==> config.mk <==
export PLATFORM = sky130hd
export DESIGN_NAME = nfcm_arbiter_flat
export DESIGN_NICKNAME = d
export VERILOG_FILES = /design/src/rtl/nfcm_arbiter_if.sv /design/src/rtl/nfcm_arbiter.sv /design/src/flat_wrapper.sv
export SDC_FILE = /design/constraint.sdc
export NUM_CORES = 1
export LEC_CHECK = 0
export CAP_MARGIN = 5
export CORE_UTILIZATION = 50
export CTS_CLUSTER_DIAMETER = 40
export CTS_CLUSTER_SIZE = 14
export DETAILED_ROUTE_END_ITERATION = 8
export GPL_ROUTABILITY_DRIVEN = 0
export GPL_TIMING_DRIVEN = 0
export PLACE_DENSITY = 0.87
export SLEW_MARGIN = 20
export SYNTH_ARGS = -nofsm -noshare
export SYNTH_HDL_FRONTEND = slang
export SYNTH_SLANG_ARGS = --single-unit
==> constraint.sdc <==
create_clock -name clk -period 6.73 [get_ports clk]
set_input_delay 0.673 -clock clk [delete_from_list [all_inputs] [get_ports clk]]
set_output_delay 0.673 -clock clk [all_outputs]
set_load 0.005 [all_outputs]
==> src/rtl/nfcm_arbiter_if.sv <==
// ============================================================================
// Module  : nfcm_arbiter_if
// Brief   : Requester-side and flash-controller-side bundle of nfcm_arbiter.
// Revision: 1.0  initial release
// ============================================================================
`default_nettype none

interface nfcm_arbiter_if #(
  parameter int NREQ = 4
) ();
  localparam int GW = $clog2(NREQ);

  logic [NREQ-1:0]    req_valid;
  logic [NREQ-1:0]    req_ready;
  logic [3*NREQ-1:0]  req_cmd;
  logic [16*NREQ-1:0] req_rwa;
  logic [NREQ-1:0]    rsp_valid;
  logic [4:0]         rsp_status;
  logic               fc_start;
  logic [2:0]         fc_cmd;
  logic [15:0]        fc_rwa;
  logic               fc_done;
  logic               perr;
  logic               eerr;
  logic               rerr;
  logic               nf_rst;
  logic               busy;
  logic [GW-1:0]      grant_id;

  modport slave (
    input  req_valid, req_cmd, req_rwa, fc_done, perr, eerr, rerr,
    output req_ready, rsp_valid, rsp_status, fc_start, fc_cmd, fc_rwa,
           nf_rst, busy, grant_id
  );

  modport master (
    output req_valid, req_cmd, req_rwa, fc_done, perr, eerr, rerr,
    input  req_ready, rsp_valid, rsp_status, fc_start, fc_cmd, fc_rwa,
           nf_rst, busy, grant_id
  );
endinterface

`default_nettype wire

==> src/rtl/nfcm_arbiter.sv <==
// ============================================================================
// Module  : nfcm_arbiter
// Brief   : Round-robin command arbiter/sequencer with timeout recovery in
//           front of the NAND flash controller command port.
// Revision: 1.0  initial release
// ============================================================================
`default_nettype none

module nfcm_arbiter #(
  parameter int NREQ    = 4,
  parameter int TIMEOUT = 1000000,
  parameter int CNT_W   = 20,
  parameter int RST_CYC = 8
) (
  input  logic          clk,
  input  logic          rst_n,
  nfcm_arbiter_if.slave bus
);
  localparam int GW = $clog2(NREQ);

  typedef enum logic [2:0] {
    IDLE      = 3'd0,
    ISSUE     = 3'd1,
    WAIT_CLR  = 3'd2,
    WAIT_DONE = 3'd3,
    RECOVER   = 3'd4,
    RESP      = 3'd5
  } state_t;

  state_t           r_state;
  logic [GW-1:0]    r_last;
  logic [GW-1:0]    r_grant;
  logic [CNT_W-1:0] r_cnt;
  logic [4:0]       r_status;
  logic [NREQ-1:0]  r_rsp_valid;
  logic             r_fc_start;
  logic [2:0]       r_fc_cmd;
  logic [15:0]      r_fc_rwa;
  logic             r_nf_rst;
  logic             r_busy;

  logic             w_hit;
  logic [GW-1:0]    w_sel;
  logic [GW-1:0]    w_idx;
  logic [2:0]       w_cmd;
  logic [15:0]      w_rwa;
  logic             w_legal;
  logic [NREQ-1:0]  w_onehot;

  function automatic logic [GW-1:0] wrap_idx(input logic [GW-1:0] base, input int k);
    int s;
    s = int'(base) + k;
    if (s >= NREQ) s = s - NREQ;
    return GW'(s);
  endfunction

  // Search starts just after the last winner so every requester gets a turn.
  always_comb begin
    w_hit = 1'b0;
    w_sel = '0;
    w_idx = '0;
    for (int k = 1; k <= NREQ; k++) begin
      w_idx = wrap_idx(r_last, k);
      if (!w_hit && bus.req_valid[w_idx]) begin
        w_hit = 1'b1;
        w_sel = w_idx;
      end
    end
    w_cmd = '0;
    w_rwa = '0;
    for (int i = 0; i < NREQ; i++) begin
      if (w_sel == GW'(i)) begin
        w_cmd = bus.req_cmd[3*i +: 3];
        w_rwa = bus.req_rwa[16*i +: 16];
      end
    end
  end

  assign w_legal  = (w_cmd >= 3'b011);
  assign w_onehot = NREQ'(1) << w_sel;

  // Accept is decided in the IDLE cycle itself; gated by rst_n so reset blanks it at once.
  assign bus.req_ready  = (rst_n && r_state == IDLE && w_hit) ? w_onehot : '0;
  assign bus.rsp_valid  = r_rsp_valid;
  assign bus.rsp_status = r_status;
  assign bus.fc_start   = r_fc_start;
  assign bus.fc_cmd     = r_fc_cmd;
  assign bus.fc_rwa     = r_fc_rwa;
  assign bus.nf_rst     = r_nf_rst;
  assign bus.busy       = r_busy;
  assign bus.grant_id   = r_grant;

  always_ff @(posedge clk or negedge rst_n) begin
    if (!rst_n) begin
      r_state     <= IDLE;
      r_last      <= GW'(NREQ - 1);
      r_grant     <= '0;
      r_cnt       <= '0;
      r_status    <= '0;
      r_rsp_valid <= '0;
      r_fc_start  <= 1'b0;
      r_fc_cmd    <= '0;
      r_fc_rwa    <= '0;
      r_nf_rst    <= 1'b0;
      r_busy      <= 1'b0;
    end else begin
      case (r_state)
        IDLE: begin
          if (w_hit) begin
            r_last  <= w_sel;
            r_grant <= w_sel;
            r_busy  <= 1'b1;
            if (w_legal) begin
              r_fc_cmd   <= w_cmd;
              r_fc_rwa   <= w_rwa;
              r_fc_start <= 1'b1;
              r_status   <= '0;
              r_state    <= ISSUE;
            end else begin
              r_status    <= 5'b10000;
              r_rsp_valid <= w_onehot;
              r_state     <= RESP;
            end
          end
        end
        ISSUE: begin
          r_fc_start <= 1'b0;
          r_cnt      <= '0;
          r_state    <= WAIT_CLR;
        end
        WAIT_CLR: begin
          // A done left over from the previous operation must drop first.
          if (!bus.fc_done) begin
            r_cnt   <= r_cnt + CNT_W'(1);
            r_state <= WAIT_DONE;
          end else if (r_cnt == CNT_W'(TIMEOUT - 1)) begin
            r_status <= 5'b01000;
            r_nf_rst <= 1'b1;
            r_cnt    <= '0;
            r_state  <= RECOVER;
          end else begin
            r_cnt <= r_cnt + CNT_W'(1);
          end
        end
        WAIT_DONE: begin
          if (bus.fc_done) begin
            r_status    <= {2'b00, bus.rerr, bus.eerr, bus.perr};
            r_rsp_valid <= NREQ'(1) << r_grant;
            r_state     <= RESP;
          end else if (r_cnt == CNT_W'(TIMEOUT - 1)) begin
            r_status <= 5'b01000;
            r_nf_rst <= 1'b1;
            r_cnt    <= '0;
            r_state  <= RECOVER;
          end else begin
            r_cnt <= r_cnt + CNT_W'(1);
          end
        end
        RECOVER: begin
          if (r_cnt == CNT_W'(RST_CYC - 1)) begin
            r_nf_rst    <= 1'b0;
            r_rsp_valid <= NREQ'(1) << r_grant;
            r_state     <= RESP;
          end else begin
            r_cnt <= r_cnt + CNT_W'(1);
          end
        end
        RESP: begin
          r_rsp_valid <= '0;
          r_busy      <= 1'b0;
          r_state     <= IDLE;
        end
        default: r_state <= IDLE;
      endcase
    end
  end
endmodule

`default_nettype wire

==> src/flat_wrapper.sv <==
// flat-port wrapper written by rule: the top's interface ports become plain ports
module nfcm_arbiter_flat 
#(
  parameter int NREQ    = 4,
  parameter int TIMEOUT = 1000000,
  parameter int CNT_W   = 20,
  parameter int RST_CYC = 8
)
  (clk, rst_n, bus_req_valid, bus_req_cmd, bus_req_rwa, bus_fc_done, bus_perr, bus_eerr, bus_rerr, bus_req_ready, bus_rsp_valid, bus_rsp_status, bus_fc_start, bus_fc_cmd, bus_fc_rwa, bus_nf_rst, bus_busy, bus_grant_id);
  nfcm_arbiter_if #(.NREQ(NREQ)) bus_i ();
  input  logic clk;
  input  logic rst_n;
  input wire logic [$bits(bus_i.req_valid)-1:0] bus_req_valid;
  input wire logic [$bits(bus_i.req_cmd)-1:0] bus_req_cmd;
  input wire logic [$bits(bus_i.req_rwa)-1:0] bus_req_rwa;
  input wire logic [$bits(bus_i.fc_done)-1:0] bus_fc_done;
  input wire logic [$bits(bus_i.perr)-1:0] bus_perr;
  input wire logic [$bits(bus_i.eerr)-1:0] bus_eerr;
  input wire logic [$bits(bus_i.rerr)-1:0] bus_rerr;
  output wire logic [$bits(bus_i.req_ready)-1:0] bus_req_ready;
  output wire logic [$bits(bus_i.rsp_valid)-1:0] bus_rsp_valid;
  output wire logic [$bits(bus_i.rsp_status)-1:0] bus_rsp_status;
  output wire logic [$bits(bus_i.fc_start)-1:0] bus_fc_start;
  output wire logic [$bits(bus_i.fc_cmd)-1:0] bus_fc_cmd;
  output wire logic [$bits(bus_i.fc_rwa)-1:0] bus_fc_rwa;
  output wire logic [$bits(bus_i.nf_rst)-1:0] bus_nf_rst;
  output wire logic [$bits(bus_i.busy)-1:0] bus_busy;
  output wire logic [$bits(bus_i.grant_id)-1:0] bus_grant_id;
  assign bus_i.req_valid = bus_req_valid;
  assign bus_i.req_cmd = bus_req_cmd;
  assign bus_i.req_rwa = bus_req_rwa;
  assign bus_i.fc_done = bus_fc_done;
  assign bus_i.perr = bus_perr;
  assign bus_i.eerr = bus_eerr;
  assign bus_i.rerr = bus_rerr;
  assign bus_req_ready = bus_i.req_ready;
  assign bus_rsp_valid = bus_i.rsp_valid;
  assign bus_rsp_status = bus_i.rsp_status;
  assign bus_fc_start = bus_i.fc_start;
  assign bus_fc_cmd = bus_i.fc_cmd;
  assign bus_fc_rwa = bus_i.fc_rwa;
  assign bus_nf_rst = bus_i.nf_rst;
  assign bus_busy = bus_i.busy;
  assign bus_grant_id = bus_i.grant_id;
  nfcm_arbiter #(.NREQ(NREQ), .TIMEOUT(TIMEOUT), .CNT_W(CNT_W), .RST_CYC(RST_CYC)) u_core (.clk(clk), .rst_n(rst_n), .bus(bus_i));
endmodule
Yosys cells after proc, flatten, opt, wreduce, memory -nomap -nowiden
Index checks and enable logic that the tools add are counted.
W data, S select, Z words.
- $add $sub $neg: 9
- magnitude comparators: 9
- equality and inequality tests: 18
- shifts and indexed selects: 2
- multiplexer cells: 62
- reductions and logical operators: 25
- operators by type and width (kind ; number):
    $mux W20 ; 4
    $pmux W20 S4 ; 1
    $mux W16 ; 4
    $mux W3 ; 10
    $mux W5 ; 5
    $add A20 B1 Y20 const B ; 1
    $eq A20 B20 Y1 const B ; 1
    $eq A20 B3 Y1 const B ; 1
    $mux W4 ; 5
    $mux W2 ; 8
    $pmux W4 S4 ; 1
    $mux W1 ; 15
    $pmux W3 S5 ; 1
    $pmux W5 S3 ; 1
    $lt A2 B3 Y1 const B ; 4
    $reduce_and A3 Y1 ; 4
    $ne A2 B2 Y1 const B ; 5
    $ge A3 B3 Y1 const B ; 3
    $bmux W1 S2 ; 4
    $reduce_bool A4 Y1 ; 2
    $shl A1 B2 Y4 const A ; 2
    $sub A2 B1 Y2 const B ; 4
    $add A2 B2 Y3 const B ; 2
    $eq A3 B2 Y1 const B ; 2
    20 further kinds ; 35
- register bits: 58
- bits of input ports: 86
- output and inout bits: 37
- logic and storage cells: 136

Longest topological paths before layout
- depth in word-level cells: 24
- mapped depth: 11
- depth with buffers taken out: 8

Worst setup path before layout
No wires, ideal clock.
- path type: input to output
- from: input port bus_req_valid[2]
- to: output port bus_req_ready[0]
- data arrival time: 2.029 ns
- data required time: 6.057 ns
- slack: 4.028 ns
- stages on the path: 6
- buffers on the path: 2
- cells stage by stage: nand2b_1 > a21boi_0 > o21bai_1 > clkbuf_1 > clkbuf_1 > nor3_1
- cells in the longest elaborated chain, start to end: 14
- elaborated cells on any way between the ends: 25
- those cells by class: shift: 1; mux: 17; reduce/logical: 7
- RTL lines (element ; RTL line ; text):
    start: declaration ; flat_wrapper.sv:13 ; input wire logic [$bits(bus_i.req_valid)-1:0] bus_req_valid;
    $bmux W1 S2 ; nfcm_arbiter.sv:64 ; if (!w_hit && bus.req_valid[w_idx]) begin
    $mux W1 (implied by the code) ; nfcm_arbiter.sv:64 ;
    $mux W1 ; nfcm_arbiter.sv:64 ;
    $logic_not A1 Y1 ; nfcm_arbiter.sv:64 ;
    $logic_and A1 B1 Y1 ; nfcm_arbiter.sv:64 ;
    $mux W1 ; nfcm_arbiter.sv:64 ;
    $logic_not A1 Y1 ; nfcm_arbiter.sv:64 ;
    $logic_and A1 B1 Y1 ; nfcm_arbiter.sv:64 ;
    $mux W1 ; nfcm_arbiter.sv:64 ;
    $logic_not A1 Y1 ; nfcm_arbiter.sv:64 ;
    $logic_and A1 B1 Y1 ; nfcm_arbiter.sv:64 ;
    $mux W2 / $mux W1 (equally long branches) ; nfcm_arbiter.sv:64 ;
    $shl A1 B2 Y4 / $logic_and A1 B1 Y1 (equally long branches) ; nfcm_arbiter.sv:80, nfcm_arbiter.sv:83 ;
    $mux W4 * ; nfcm_arbiter.sv:83 ; assign bus.req_ready = (rst_n && r_state == IDLE && w_hit) ? w_onehot : '0;
    end: declaration ; flat_wrapper.sv:20 ; output wire logic [$bits(bus_i.req_ready)-1:0] bus_req_ready;
Mark *: on every way between the ends. The rest lies on a longest branch, timed or not. The select of a mux whose other input is x is not followed.

Worst setup path after layout
- from: input port bus_req_valid[3]
- to: output port bus_req_ready[0]
Same word-level chain as after synthesis.

==> impl_metrics.yaml <==
run_status:
  outcome: "finished clean"
yosys:
  synthCells: 427
  synth_edf_count: 0
  synth_top_family_by_area: "simple AND/OR/NAND/NOR gates"
  ys_ff_latch: 58
  synth-compound-area-share: 0.232
  synth_warnings: 0
  synth_commonest_cells: "nand2_1, dfrtp_1, o21ai_0, nor2_1, clkbuf_1"
  async_reset_ff_frac: 1.00
  synthMuxAreaShare: 0.0814
  yosys.area.top_type: "dfrtp_1"
  syn_avg_cell_area_um2: 8.49
  synth_fa_ha_area_frac: 0.00345
  synth.area.top_cells: "dfrtp_1, nand2_1, o21ai_0"
  yosysMostFrequentCell: "nand2_1"
  synth-seq-area-share: 0.401
  yosys_most_used_dff: "dfrtp_1"
  syn_area_um2: 3630
  synth.distinct_cells: 50
  synth_top_area_frac: 0.386
  syn-num-nets: 514
  synth-simple-area-share: 0.236
  synth_xor_area_frac: 0.00242
setup_path:
  crit_path_start: "bus_req_valid[3]"
  timing.rr.start: "u_core.r_last[1]$_DFFE_PN1P_"
  cp_num_cells: 8
  cpLargestDelayFamily: "buffers and inverters"
  path_buf_inv: 4
  path_class: "in2out"
  max_stage_delay_ns: 0.65
  rrSetupSlack_ns: 3.72
  crit_chain: "clkdlybuf4s50_1 > nand2b_1 > a21boi_0 > o21bai_1 > clkbuf_1 > clkbuf_1 > nor3_1 > clkdlybuf4s50_1"
  worstPathRequired_ns: 6.06
  slowest_stage: "o21bai_1"
  worstPathArrival_ns: 3.62
  critPathLaunchType: "primary input"
  worstPathMaxFanout: 10
  endpoint_kind: "output port"
  reg2reg_depth: 10
  worstReg2RegEnd: "u_core.bus.fc_rwa[15]$_DFFE_PN0P_"
cts:
  postCtsSetupBuffers: 0
  clk_latency_ns: 0.33
  cts_hold_buf: 0
  cts-root-buf: "clkbuf_8"
  post_cts_resized: 0
  numCtsBuffers: 9
  clock_path_buffers: 2
  clkSinkCount: 58
  cts_tree: "yes"
  clk_pin_slew_ns: 0.06
  h-tree-depth: 3
finish:
  nets: 646
  layout-drive-gt1-share: 0.0869
  area_growth_pct: 41.2
  diodes: 0
grt:
  grtUsageTotal: 0.302
  grt_max_degree: 60
  antenna_found_initial: 0
  grt_pass1_wl_mm: 17.7
  grt_pass1_vias: 3576
  grt_overflow: 0
power_and_ir_drop:
  p_seq_frac: 0.267
  p_leak_uw: 0.00207
  max-vdd-ir-drop_mv: 0.220
  swShare: 0.417
  p_int_uw: 1170
  p_total_uw: 2010
  powerDensity_nw_per_um2: 393
  clock_power_share: 0.137
  p_comb_frac: 0.596
  switchingPower_uw: 839
drt:
  drt_wl_total_mm: 11.4
  drt-pass1-iter-count: 6
  drtIter0Drc: 287
  route.vias.total: 3881
  post_drt_wl_per_cell_um: 17.2
  drtAntennaViolNets: 0
  via_per_inst: 5.88
  drc_errors: 0
floorplan:
  io-pin-count: 123
  placement_rows: 30
  fp.dieW_um: 87.2
  die_h_um: 87.2
  start_util: 0.525
  die_area_um2: 7600
  core_area_um2: 6910
sta:
  skew_ns: 0.00502
  hold_viol_final: 0
  drv_slew: 0
  setup_violations: 0
  slew_headroom: 0.378
  fmax_ghz: 0.233
  min_period_ns: 4.30
  rsz0062_at_grt: "no"
  worst_slack_ns: 2.43
  post-route-period-util: 0.638
  tns_ns: 0
  tightestPinTransition_ns: 0.925
placement:
  place_ws_ns: 2.52
  portBuffers: 121
  place_hpwl_mm: 8.40
flow_run:
  maxCapViolations: 0
min_path:
  hold_path.class: "in2async"
power by group through the flow:
stage / sequential (uW) / combinational (uW) / clock, uW
2_1_floorplan: 539 / 720 / 0
6_report: 537 / 1200 / 275
3_3_place_gp: 534 / 1150 / 0
3_5_place_dp: 540 / 1180 / 0
4_1_cts: 534 / 1180 / 279
5_1_grt: 551 / 1300 / 297
area by class of cell:
type,count,area (um2)
Inverter,8,30.0
Buffer,29,128
Clock buffer,14,153
Multi-Input combinational cell,332,2010
Timing Repair Buffer,121,1210
Fill cell,525,1790
Tap cell,96,120
Sequential cell,58,1450
Clock inverter,2,12.5
routing by layer:
metal | up-vias | track usage | share of wire
met2 | 163 | 0.497 | 0.48
met3 | 26 | 0.0445 | 0.061
met4 | 0 | 0.119 | 0.025
met5 | - | 0 | 0
li1 | 1815 | - | -
met1 | 1877 | 0.403 | 0.43
worst max path at each step:
stage                       endpoint  slack (ns)
finish              bus_req_ready[0]        2.43
global route        bus_req_ready[0]        2.28
CTS                 bus_req_ready[0]        2.46
detailed placement  bus_req_ready[0]        2.52
global placement    bus_req_ready[0]        1.76
floorplan           bus_req_ready[0]        4.03
cell usage in the layout, fill, tap and decap left out, drive strengths merged, types with 3 or more instances in the layout:
cell type and n:
dfrtp 56, a211oi 16, a31oi 23, nand2b 5, a21oi 18, o31ai 8, nor2 28, and3 6
buf 6, nand4 7, o21ai 38, a22o 4, nand3 12, and2 17, nor2b 5, clkbuf 38
mux2i 4, nor4 5, inv 8, o211ai 3, nand2 71, mux2 20, nor3 18, clkdlybuf4s50 120
kinds of logic after synthesis:
kind of cell / Yosys count
AO/OA/AOI/OAI: 126
XOR/XNOR: 1
adder cells (fa/ha/maj): 1
buffers and inverters: 37
flip-flops: 58
multiplexers: 24
AND/OR/NAND/NOR: 180
through the flow:
stage / hold WS (ns) / cells / util / instance area, um2
detailed placement: 0.487 / 644 / 0.717 / 4950
finish: 0.404 / 660 / 0.741 / 5120
floorplan: 0.377 / 427 / - / 3630
CTS: 0.427 / 660 / 0.741 / 5120
global route: 0.465 / 660 / 0.741 / 5120
global placement: 0.464 / 644 / 0.718 / 4960
sequential cells by signal, summed over array words and instances (netlist names):
signal	count
u_core.bus.rsp_valid	4
u_core.bus.nf_rst	1
u_core.bus.fc_rwa	16
u_core.bus.grant_id	2
u_core.bus.busy	1
u_core.bus.rsp_status	5
u_core.r_state	3
u_core.r_cnt	20
u_core.r_last	2
u_core.bus.fc_start	1
u_core.bus.fc_cmd	3
(Power assumes the default switching activity.)
